### src/rtl/sa_tile_scheduler.sv
// Multi-tile job sequencer: per tile issues source read, weight read, one engine pass and result write.
// Optional build macro SA_SCHED_WGT_REUSE_EN: weights fetched once for tile 0 and reused for every later tile.
module sa_tile_scheduler #(
    parameter int ADDR_W     = 32,
    parameter int TILE_BYTES = 64,
    parameter int CNT_W      = 16
) (
    input  logic              S_AXI_ACLK,
    input  logic              S_AXI_ARESETN,
    input  logic              i_start,
    input  logic [ADDR_W-1:0] i_src_addr,
    input  logic [ADDR_W-1:0] i_wgt_addr,
    input  logic [ADDR_W-1:0] i_dst_addr,
    input  logic [31:0]       i_size_param,
    output logic              o_busy,
    output logic              o_done,
    output logic              o_error,
    output logic              o_irq,
    output logic [CNT_W-1:0]  o_tile_idx,
    output logic              o_rd_start,
    output logic [ADDR_W-1:0] o_rd_addr,
    input  logic              i_rd_done,
    input  logic              i_rd_error,
    output logic              o_eng_start,
    input  logic              i_eng_done,
    output logic              o_wr_start,
    output logic [ADDR_W-1:0] o_wr_addr,
    input  logic              i_wr_done,
    input  logic              i_wr_error
);

    typedef enum logic [3:0] {
        IDLE, RD_SRC, W_SRC, RD_WGT, W_WGT, COMP, W_COMP, WR, W_WR, NEXT, FIN
    } state_t;

    state_t            state, next_state;
    logic [CNT_W-1:0]  tile_cnt;
    logic [ADDR_W-1:0] src_ptr, wgt_ptr, dst_ptr;
    logic [ADDR_W-1:0] rd_addr_q, wr_addr_q;
    logic              set_err;
    logic              last_tile;
    logic              unused_size_bits;

    assign unused_size_bits = ^i_size_param[31:CNT_W];
    assign last_tile        = (o_tile_idx == tile_cnt - CNT_W'(1));

    always_ff @(posedge S_AXI_ACLK or negedge S_AXI_ARESETN) begin
        if (!S_AXI_ARESETN) state <= IDLE;
        else                state <= next_state;
    end

    always_comb begin
        next_state = state;
        set_err    = 1'b0;
        case (state)
            IDLE: begin
                if (i_start)
                    next_state = (i_size_param[CNT_W-1:0] == '0) ? FIN : RD_SRC;
            end
            RD_SRC: next_state = W_SRC;
            W_SRC: begin
                if (i_rd_done) begin
                    if (i_rd_error) begin
                        next_state = FIN;
                        set_err    = 1'b1;
                    end else begin
`ifdef SA_SCHED_WGT_REUSE_EN
                        next_state = (o_tile_idx == '0) ? RD_WGT : COMP;
`else
                        next_state = RD_WGT;
`endif
                    end
                end
            end
            RD_WGT: next_state = W_WGT;
            W_WGT: begin
                if (i_rd_done) begin
                    next_state = i_rd_error ? FIN : COMP;
                    set_err    = i_rd_error;
                end
            end
            COMP:   next_state = W_COMP;
            W_COMP: if (i_eng_done) next_state = WR;
            WR:     next_state = W_WR;
            W_WR: begin
                if (i_wr_done) begin
                    next_state = i_wr_error ? FIN : NEXT;
                    set_err    = i_wr_error;
                end
            end
            NEXT:    next_state = last_tile ? FIN : RD_SRC;
            FIN:     next_state = IDLE;
            default: next_state = IDLE;
        endcase
    end

    // Addresses show the live pointer during an issue state and hold the last command value otherwise.
    always_comb begin
        o_busy      = (state != IDLE);
        o_irq       = (state == FIN);
        o_rd_start  = (state == RD_SRC) || (state == RD_WGT);
        o_eng_start = (state == COMP);
        o_wr_start  = (state == WR);
        o_rd_addr   = rd_addr_q;
        o_wr_addr   = wr_addr_q;
        if (state == RD_SRC) o_rd_addr = src_ptr;
        if (state == RD_WGT) o_rd_addr = wgt_ptr;
        if (state == WR)     o_wr_addr = dst_ptr;
    end

    always_ff @(posedge S_AXI_ACLK or negedge S_AXI_ARESETN) begin
        if (!S_AXI_ARESETN) begin
            tile_cnt   <= '0;
            o_tile_idx <= '0;
            src_ptr    <= '0;
            wgt_ptr    <= '0;
            dst_ptr    <= '0;
            rd_addr_q  <= '0;
            wr_addr_q  <= '0;
            o_done     <= 1'b0;
            o_error    <= 1'b0;
        end else begin
            rd_addr_q <= o_rd_addr;
            wr_addr_q <= o_wr_addr;
            if (state == IDLE && i_start) begin
                tile_cnt   <= i_size_param[CNT_W-1:0];
                o_tile_idx <= '0;
                src_ptr    <= i_src_addr;
                wgt_ptr    <= i_wgt_addr;
                dst_ptr    <= i_dst_addr;
                o_done     <= 1'b0;
                o_error    <= 1'b0;
            end
            if (state == NEXT && !last_tile) begin
                o_tile_idx <= o_tile_idx + CNT_W'(1);
                src_ptr    <= src_ptr + ADDR_W'(TILE_BYTES);
                dst_ptr    <= dst_ptr + ADDR_W'(TILE_BYTES);
`ifndef SA_SCHED_WGT_REUSE_EN
                wgt_ptr    <= wgt_ptr + ADDR_W'(TILE_BYTES);
`endif
            end
            // Later assignments win, so a zero-tile start still shows done in FIN.
            if (next_state == FIN) o_done  <= 1'b1;
            if (set_err)           o_error <= 1'b1;
        end
    end

endmodule

### config.mk
export PLATFORM = sky130hd
export DESIGN_NAME = sa_tile_scheduler
export DESIGN_NICKNAME = d
export VERILOG_FILES = /design/src/rtl/sa_tile_scheduler.sv
export SDC_FILE = /design/constraint.sdc
export NUM_CORES = 1
export LEC_CHECK = 0
export CAP_MARGIN = 20
export CELL_PAD_IN_SITES_DETAIL_PLACEMENT = 1
export CELL_PAD_IN_SITES_GLOBAL_PLACEMENT = 1
export CORE_MARGIN = 2
export CORE_UTILIZATION = 41
export CTS_BUF_LIST = sky130_fd_sc_hd__clkbuf_16
export CTS_CLUSTER_SIZE = 20
export DETAILED_ROUTE_END_ITERATION = 7
export PLACE_DENSITY_LB_ADDON = 0.1
export SETUP_SLACK_MARGIN = 0.5
export SKIP_LAST_GASP = 1
export SLEW_MARGIN = 25
export SYNTH_ARGS = -nofsm -noshare
export SYNTH_HDL_FRONTEND = slang
export SYNTH_SLANG_ARGS = --single-unit
### constraint.sdc
create_clock -name S_AXI_ACLK -period 8.1 [get_ports S_AXI_ACLK]
set_input_delay 1.215 -clock S_AXI_ACLK [delete_from_list [all_inputs] [get_ports S_AXI_ACLK]]
set_output_delay 1.215 -clock S_AXI_ACLK [all_outputs]
set_load 0.05 [all_outputs]
==> results of run 1 <==
-- worst max-delay path, cell delays in order, from the launching register on --
cell	delay [ps]
dfrtp_2	390
buf_4	350
nand3_1	200
buf_4	380
clkinv_1	850
nand2_1	300
nand2_1	100
clkdlybuf4s50_1	740
-- how the worst max path moves through the flow --
| stage | startpoint | endpoint | slack, ps | depth (start not counted) |
|---|---|---|---|---|
| floorplan | state[2] | o_wr_addr[24] | 4480 | 5 |
| global placement | state[1] | o_wr_addr[31] | 3520 | 7 |
| detailed placement | state[1] | o_wr_addr[15] | 3420 | 7 |
| CTS | state[1] | o_wr_addr[15] | 2950 | 7 |
| global route | state[1] | o_wr_addr[19] | 2850 | 7 |
| finish | state[1] | o_wr_addr[8] | 3120 | 7 |
-- final cells by class --
cell class / count / area (sq um)
timing repair buffer: 214 / 2126
tap: 324 / 405.4
fill: 2830 / 11350
sequential: 198 / 4956
clock buffer: 17 / 425.4
multi-input combinational: 881 / 4985
clock inverter: 15 / 142.6
antenna: 3 / 7.507
inverter: 16 / 60.06
-- routing by layer --
layer  part of all wire (%)  global-route usage, %  up-vias
met2                     48                  41.90      205
met1                     46                  33.93     4770
met4                    1.1                  5.551        0
li1                       -                      -     4500
met3                    5.0                  4.980       25
met5                      0                      0        -
-- stage by stage --
stage | total power (W) | setup WS (ps) | utilization, % | cell area [sq um] | std cells
after floorplan | 0.003674 | 4483 | - | 10260 | 1162
after global placement | 0.004523 | 3523 | 51.23 | 12530 | 1633
after detailed placement | 0.004620 | 3419 | 51.23 | 12530 | 1633
after CTS | 0.005481 | 2945 | 53.55 | 13100 | 1665
after global routing | 0.005789 | 2849 | 53.55 | 13100 | 1665
final | 0.005439 | 3121 | 53.58 | 13110 | 1668
-- state kept, by name, indices dropped and copies added (netlist names) --
register and cells:
dst_ptr 32, o_done 1, o_error 1, o_tile_idx 16, rd_addr_q 32, src_ptr 32
state 4, tile_cnt 16, wgt_ptr 32, wr_addr_q 32
-- cells by family after synthesis --
family          Yosys count
compound gates          211
buf+inv                  83
simple gates            602
xor+xnor                 18
fa+ha+maj                 5
mux                      45
flops                   198
-- synth_stat cells (8+ instances only) --
master,number
nand2_1,329
dfrtp_1,198
nand3_1,67
nor2_1,61
o211ai_1,50
a21oi_1,47
clkbuf_1,44
mux2i_1,44
o311ai_0,39
nand4_1,26
and3_1,24
or3_1,22
inv_1,16
o21ai_0,15
and2_1,12
nor4_1,12
buf_1,11
xor2_1,10
buf_2,9
nor3_1,9
xnor2_1,8
-- power by group --
part,internal [W],leakage [nW],switching [W]
registers,0.00142,2.44,0.000418
logic,0.000973,2.89,0.00178
clock network,0.000410,0.283,0.000432
==> metrics.md, run 1 <==
| Metric | Value |
|---|---|
| Dominant cell type by area after synthesis | `dfrtp_1` |
| Die H | `162.2 um` |
| Synth warnings | `0` |
| Drt total wl | `32,640 um` |
| Core area | `0.02446 sq mm` |
| RSZ-0062 raised after global routing | `no` |
| Post-synth ARST share | `100.0%` |
| Maxcap violations | `0` |
| Cell variety after synth | `67` |
| Largest net degree at the start of global routing | `93` |
| FP Rows | `57` |
| First-pass GRT wire length | `52,620 um` |
| Mux cell area share after synthesis | `4.400%` |
| Post-CTS Setup Inserts | `0` |
| Synthesis-to-finish area growth | `27.69%` |
| Fin crit share | `61.47%` |
| Grt ovf | `0` |
| DR WL/cell | `19.57 um` |
| Syn Std Cell Area | `0.01026 sq mm` |
| Reg2reg start | `tile_cnt[0]` |
| Worst slew margin | `36.58%` |
| Area contributors post-synth | `dfrtp_1 (48%), nand2_1 (12%), mux2i_1 (4.3%)` |
| CP Class | `reg -> out` |
| Power Dens Cells | `415.0 mW/mm^2` |
| ANT nets after route | `0` |
| Post-detail-place hpwl | `22,600 um` |
| Arr. time, crit path | `3760 ps` |
| Detailed Routing Iterations Pass 1 | `5` |
| Post-Syn Instances | `1,162` |
| Crit. End Element | `primary output` |
| Die Wd | `162.2 um` |
| CTS buffer count | `17` |
| Flops & latches, synth | `198` |
| Via/cell ratio | `5.695` |
| Worst Hold End | `wr_addr_q[19]` |
| Synth top area share | `48.27%` |
| Reg2Reg Depth | `10` |
| Leakage Power | `5.617 nW` |
| Port-buffer cells | `206` |
| Run status | `complete, no violations` |
| Final setup violation count | `0` |
| Share of cells above drive strength 1 | `4.623%` |
| Post-synth EDFFs | `0` |
| WHS | `475.3 ps` |
| Synth Area in Simple Gates | `26.84%` |
| Worst-path clk slew | `80 ps` |
| Syn Nets | `1,303` |
| Crit Path Max Fanout | `45` |
| H-tree levels | `4` |
| Period minus WS final | `4979 ps` |
| Clock sinks | `198` |
| FF-to-FF setup slack | `3870 ps` |
| Routed vias | `9,500` |
| Adder-Cell Fraction of Synth Area | `0.6095%` |
| Final Slew Violations | `0` |
| Nets@finish | `1,469` |
| Final hold vios | `0` |
| Register area share after synthesis | `48.27%` |
| Max clock buf depth | `2` |
| Main flop type after synthesis | `dfrtp_1` |
| Hold Buf Count CTS | `0` |
| Skew-Pair Late Insertion Delay | `440 ps` |
| DR iter-0 viols | `562` |
| Critical Path RT | `6880 ps` |
| Most frequent cells in the layout | `nand2_1 (328), clkdlybuf4s50_1 (205), dfrtp_1 (197)` |
| Initial core utilization | `41.96%` |
| CP Launch Type | `register` |
| Fmax | `0.2008 GHz` |
| Xor and xnor area share after synthesis | `1.536%` |
| CTS tree | `built` |
| Setup TNS | `0 ps` |
| Worst hold path type | `reg -> reg` |
| Hold Path Cell Cnt | `2` |
| Max rail drop VDD | `0.2198 mV` |
| Largest family of logic cells by synthesized area | `simple AND/OR/NAND/NOR gates` |
| Vias in the first global route | `9,845` |
| Synthesized area per cell | `8.834 sq um` |
| Hold Startpoint | `wr_addr_q[19]` |
| Compound-Gate Fraction of Synth Area | `15.02%` |
| Total die area | `0.02632 sq mm` |
| Antenna violations before repair | `4` |
| Post-cts resize count | `0` |
| GPL Wtd Cong | `0.8273` |
| GRT Total Usage | `25.08%` |
| Fin Clk Skew | `15.88 ps` |
| RR Endpoint | `wgt_ptr[20]` |
| Boundary Pins | `223` |
| Commonest non-fill, non-tap cell in the layout | `nand2_1` |
| Slew of the pin with the lowest slew margin | `945.4 ps` |
| DRC | `0` |
| Root buf cell | `clkbuf_16` |
Note: power is estimated with default switching activity, not from simulation.
==> inputs of run 2 (changes only) <==
--- a/config.mk
+++ b/config.mk
@@ -9,7 +9,7 @@
 export CELL_PAD_IN_SITES_DETAIL_PLACEMENT = 1
 export CELL_PAD_IN_SITES_GLOBAL_PLACEMENT = 1
 export CORE_MARGIN = 2
-export CORE_UTILIZATION = 41
+export CORE_UTILIZATION = 35
 export CTS_BUF_LIST = sky130_fd_sc_hd__clkbuf_16
 export CTS_CLUSTER_SIZE = 20
 export DETAILED_ROUTE_END_ITERATION = 7
==> constraint.sdc (replaced) <==
create_clock -name S_AXI_ACLK -period 4.2 [get_ports S_AXI_ACLK]
set_input_delay 0.63 -clock S_AXI_ACLK [delete_from_list [all_inputs] [get_ports S_AXI_ACLK]]
set_output_delay 0.63 -clock S_AXI_ACLK [all_outputs]
set_load 0.05 [all_outputs]
==> metrics.md, run 2 (synthesis gave the netlist of run 1 again) <==
| Metric | Value |
|---|---|
| FP Rows | `62 (+8.8%)` |
| Worst setup startpoint | `state[0]` |
| Reg2reg start | `tile_cnt[0]` |
| Worst slew margin | `44.76% (+8.2 points)` |
| CTS buffer count | `17 (unchanged)` |
| Arr. time, crit path | `2890 ps (-870 ps)` |
| GPL Wtd Cong | `0.8081 (-2.3%)` |
| RR Endpoint | `wgt_ptr[17]` |
| Number of diodes | `0 (-3)` |
| CTS tree | `built` |
| Power Dens Cells | `797.8 mW/mm^2 (+92%)` |
| Drt total wl | `32,900 um (+0.80%)` |
| Worst-path clk slew | `80 ps (about the same)` |
| DR WL/cell | `18.91 um (-3.4%)` |
| Core area | `0.02878 sq mm (+18%)` |
| Crit path to | `o_rd_addr[12]` |
| FF-to-FF setup slack | `690 ps (-3180 ps)` |
| Max clock buf depth | `2 (unchanged)` |
| Switching portion of total power | `47.36% (-1.1 points)` |
| DRC | `0 (unchanged)` |
| Antenna violations before repair | `3 (-1)` |
| Clock power share | `14.6% (-0.9 points)` |
| Slew of the pin with the lowest slew margin | `828.6 ps (-116.8 ps)` |
| Cell internal pwr | `0.005733 W (+100%)` |
| Fmax | `0.2843 GHz` |
| WHS | `232.1 ps (-243.1 ps)` |
| Sequential Power Share | `32.8% (-1.0 points)` |
| Critical Path RT | `3570 ps (-3310 ps)` |
| Port-buffer cells | `206 (unchanged)` |
| Post-layout util | `47.44% (-6.1 points)` |
| Grt ovf | `0 (unchanged)` |
| Clock sinks | `198 (unchanged)` |
| Fin crit share | `83.75%` |
| Worst hold path type | `in -> async` |
| Period minus WS final | `3517 ps` |
| Max rail drop VDD | `0.3864 mV (+76%)` |
| Most frequent cells in the layout | `nand2_1 (328), dfrtp_1 (197), clkdlybuf4s50_1 (170)` |
| H-tree levels | `4 (unchanged)` |
| RSZ-0062 raised after global routing | `yes` |
| Commonest non-fill, non-tap cell in the layout | `nand2_1` |
| DR iter-0 viols | `482 (-14%)` |
| Post-detail-place hpwl | `23,270 um (+3.0%)` |
| CP Class | `reg -> out` |
| Final setup violation count | `0 (unchanged)` |
| Detailed Routing Iterations Pass 1 | `5 (unchanged)` |
| Boundary Pins | `223 (unchanged)` |
| Comb power frac | `52.7% (+2.0 points)` |
| Via/cell ratio | `5.437 (-4.5%)` |
| Root buf cell | `clkbuf_16` |
| Fin Clk Skew | `13.68 ps (-2.200 ps)` |
| Skew-Pair Late Insertion Delay | `440 ps (about the same)` |
| Setup TNS | `0 ps (unchanged)` |
| CP Launch Type | `register` |
| Reg2Reg Depth | `12 (+2)` |
| ANT nets after route | `0 (unchanged)` |
| Vias in the first global route | `9,929 (+0.85%)` |
| Routed vias | `9,461 (-0.41%)` |
| Final hold vios | `0 (unchanged)` |
| Final Slew Violations | `0 (unchanged)` |
| GRT Total Usage | `21.92% (-3.2 points)` |
| Share of cells above drive strength 1 | `8.333% (+3.7 points)` |
| Initial core utilization | `35.67% (-6.3 points)` |
| Total die area | `0.03071 sq mm (+17%)` |
| Maxcap violations | `0 (unchanged)` |
| Sw power | `0.005159 W (+96%)` |
| Leakage Power | `5.866 nW (+4.4%)` |
| Synthesis-to-finish area growth | `33.00%` |
| Nets@finish | `1,485 (+1.1%)` |
| Run status | `complete, no violations` |
| First-pass GRT wire length | `54,080 um (+2.8%)` |
| Crit Path Max Fanout | `53 (+18%)` |
| Crit. End Element | `primary output` |
| Die Wd | `175.3 um (+8.0%)` |
| Largest net degree at the start of global routing | `93 (unchanged)` |
| Die H | `175.3 um (+8.0%)` |
[run 2: changes by cell type in the layout (fill, tap and decap cells not counted), sizes merged]
cell           delta
buf              +49
clkdlybuf4s50    -35
clkinv            +1
clkinvlp          +2
diode             -3
dlymetal6s2s      +2
inv               -4
[run 2: cell type report]
cell class,count,area [sq um]
Clock inverter,14,120.1
Fill cell,3293,15130
Tap cell,384,480.5
Clock buffer,17,425.4
Timing Repair Buffer,230,2597
Multi-Input combinational cell,881,5012
Sequential cell,198,4956
Inverter,16,60.06
[run 2: routing by layer]
layer  GRT usage, %  wire length (um)
met4          4.479               259
met3          4.177              1529
met5              0                41
met1          30.45             15550
met2          35.78             15520
[run 2: how the worst min path moves through the flow]
stage | from | endpoint | slack [ps]
6_report | S_AXI_ARESETN | wgt_ptr[14] | 230
5_1_grt | S_AXI_ARESETN | wgt_ptr[14] | 320
4_1_cts | S_AXI_ARESETN | wgt_ptr[14] | 300
3_5_place_dp | dst_ptr[1] | dst_ptr[1] | 460
3_3_place_gp | wgt_ptr[1] | wgt_ptr[1] | 460
2_1_floorplan | S_AXI_ARESETN | dst_ptr[0] | 330
[run 2: critical path: stages (launching register included)]
cell and delay (ps):
dfrtp_1 600, nor3b_2 300, buf_6 380, nor2_1 80, a21oi_1 210, clkdlybuf4s50_1 850
[run 2: power by group through the flow]
stage | sequential [W] | clock [W] | combinational, W
floorplan | 0.00334 | 0 | 0.00375
CTS | 0.00357 | 0.00164 | 0.00578
global route | 0.00371 | 0.00169 | 0.00620
global placement | 0.00355 | 0 | 0.00564
finish | 0.00357 | 0.00159 | 0.00574
detailed placement | 0.00360 | 0 | 0.00574
[run 2: repair_timing]
item                                   in CTS  in global routing
setup endpoints to repair                  14                 58
hold buffers                                0                  0
setup buffers                               3                  1
pin swaps                                   2                  2
resized for setup                           1                  7
endpoints found under the hold margin       0                  0
[run 2: metrics by stage]
step | area (sq um) | instances | power (W) | setup WS, ps
6_report | 13650 | 1740 | 0.01089 | 682.6
5_1_grt | 13650 | 1740 | 0.01160 | 486.6
4_1_cts | 13610 | 1739 | 0.01098 | 521.3
3_5_place_dp | 13040 | 1705 | 0.009339 | 458.1
3_3_place_gp | 13040 | 1705 | 0.009193 | 464.8
2_1_floorplan | 10260 | 1162 | 0.007085 | 1168
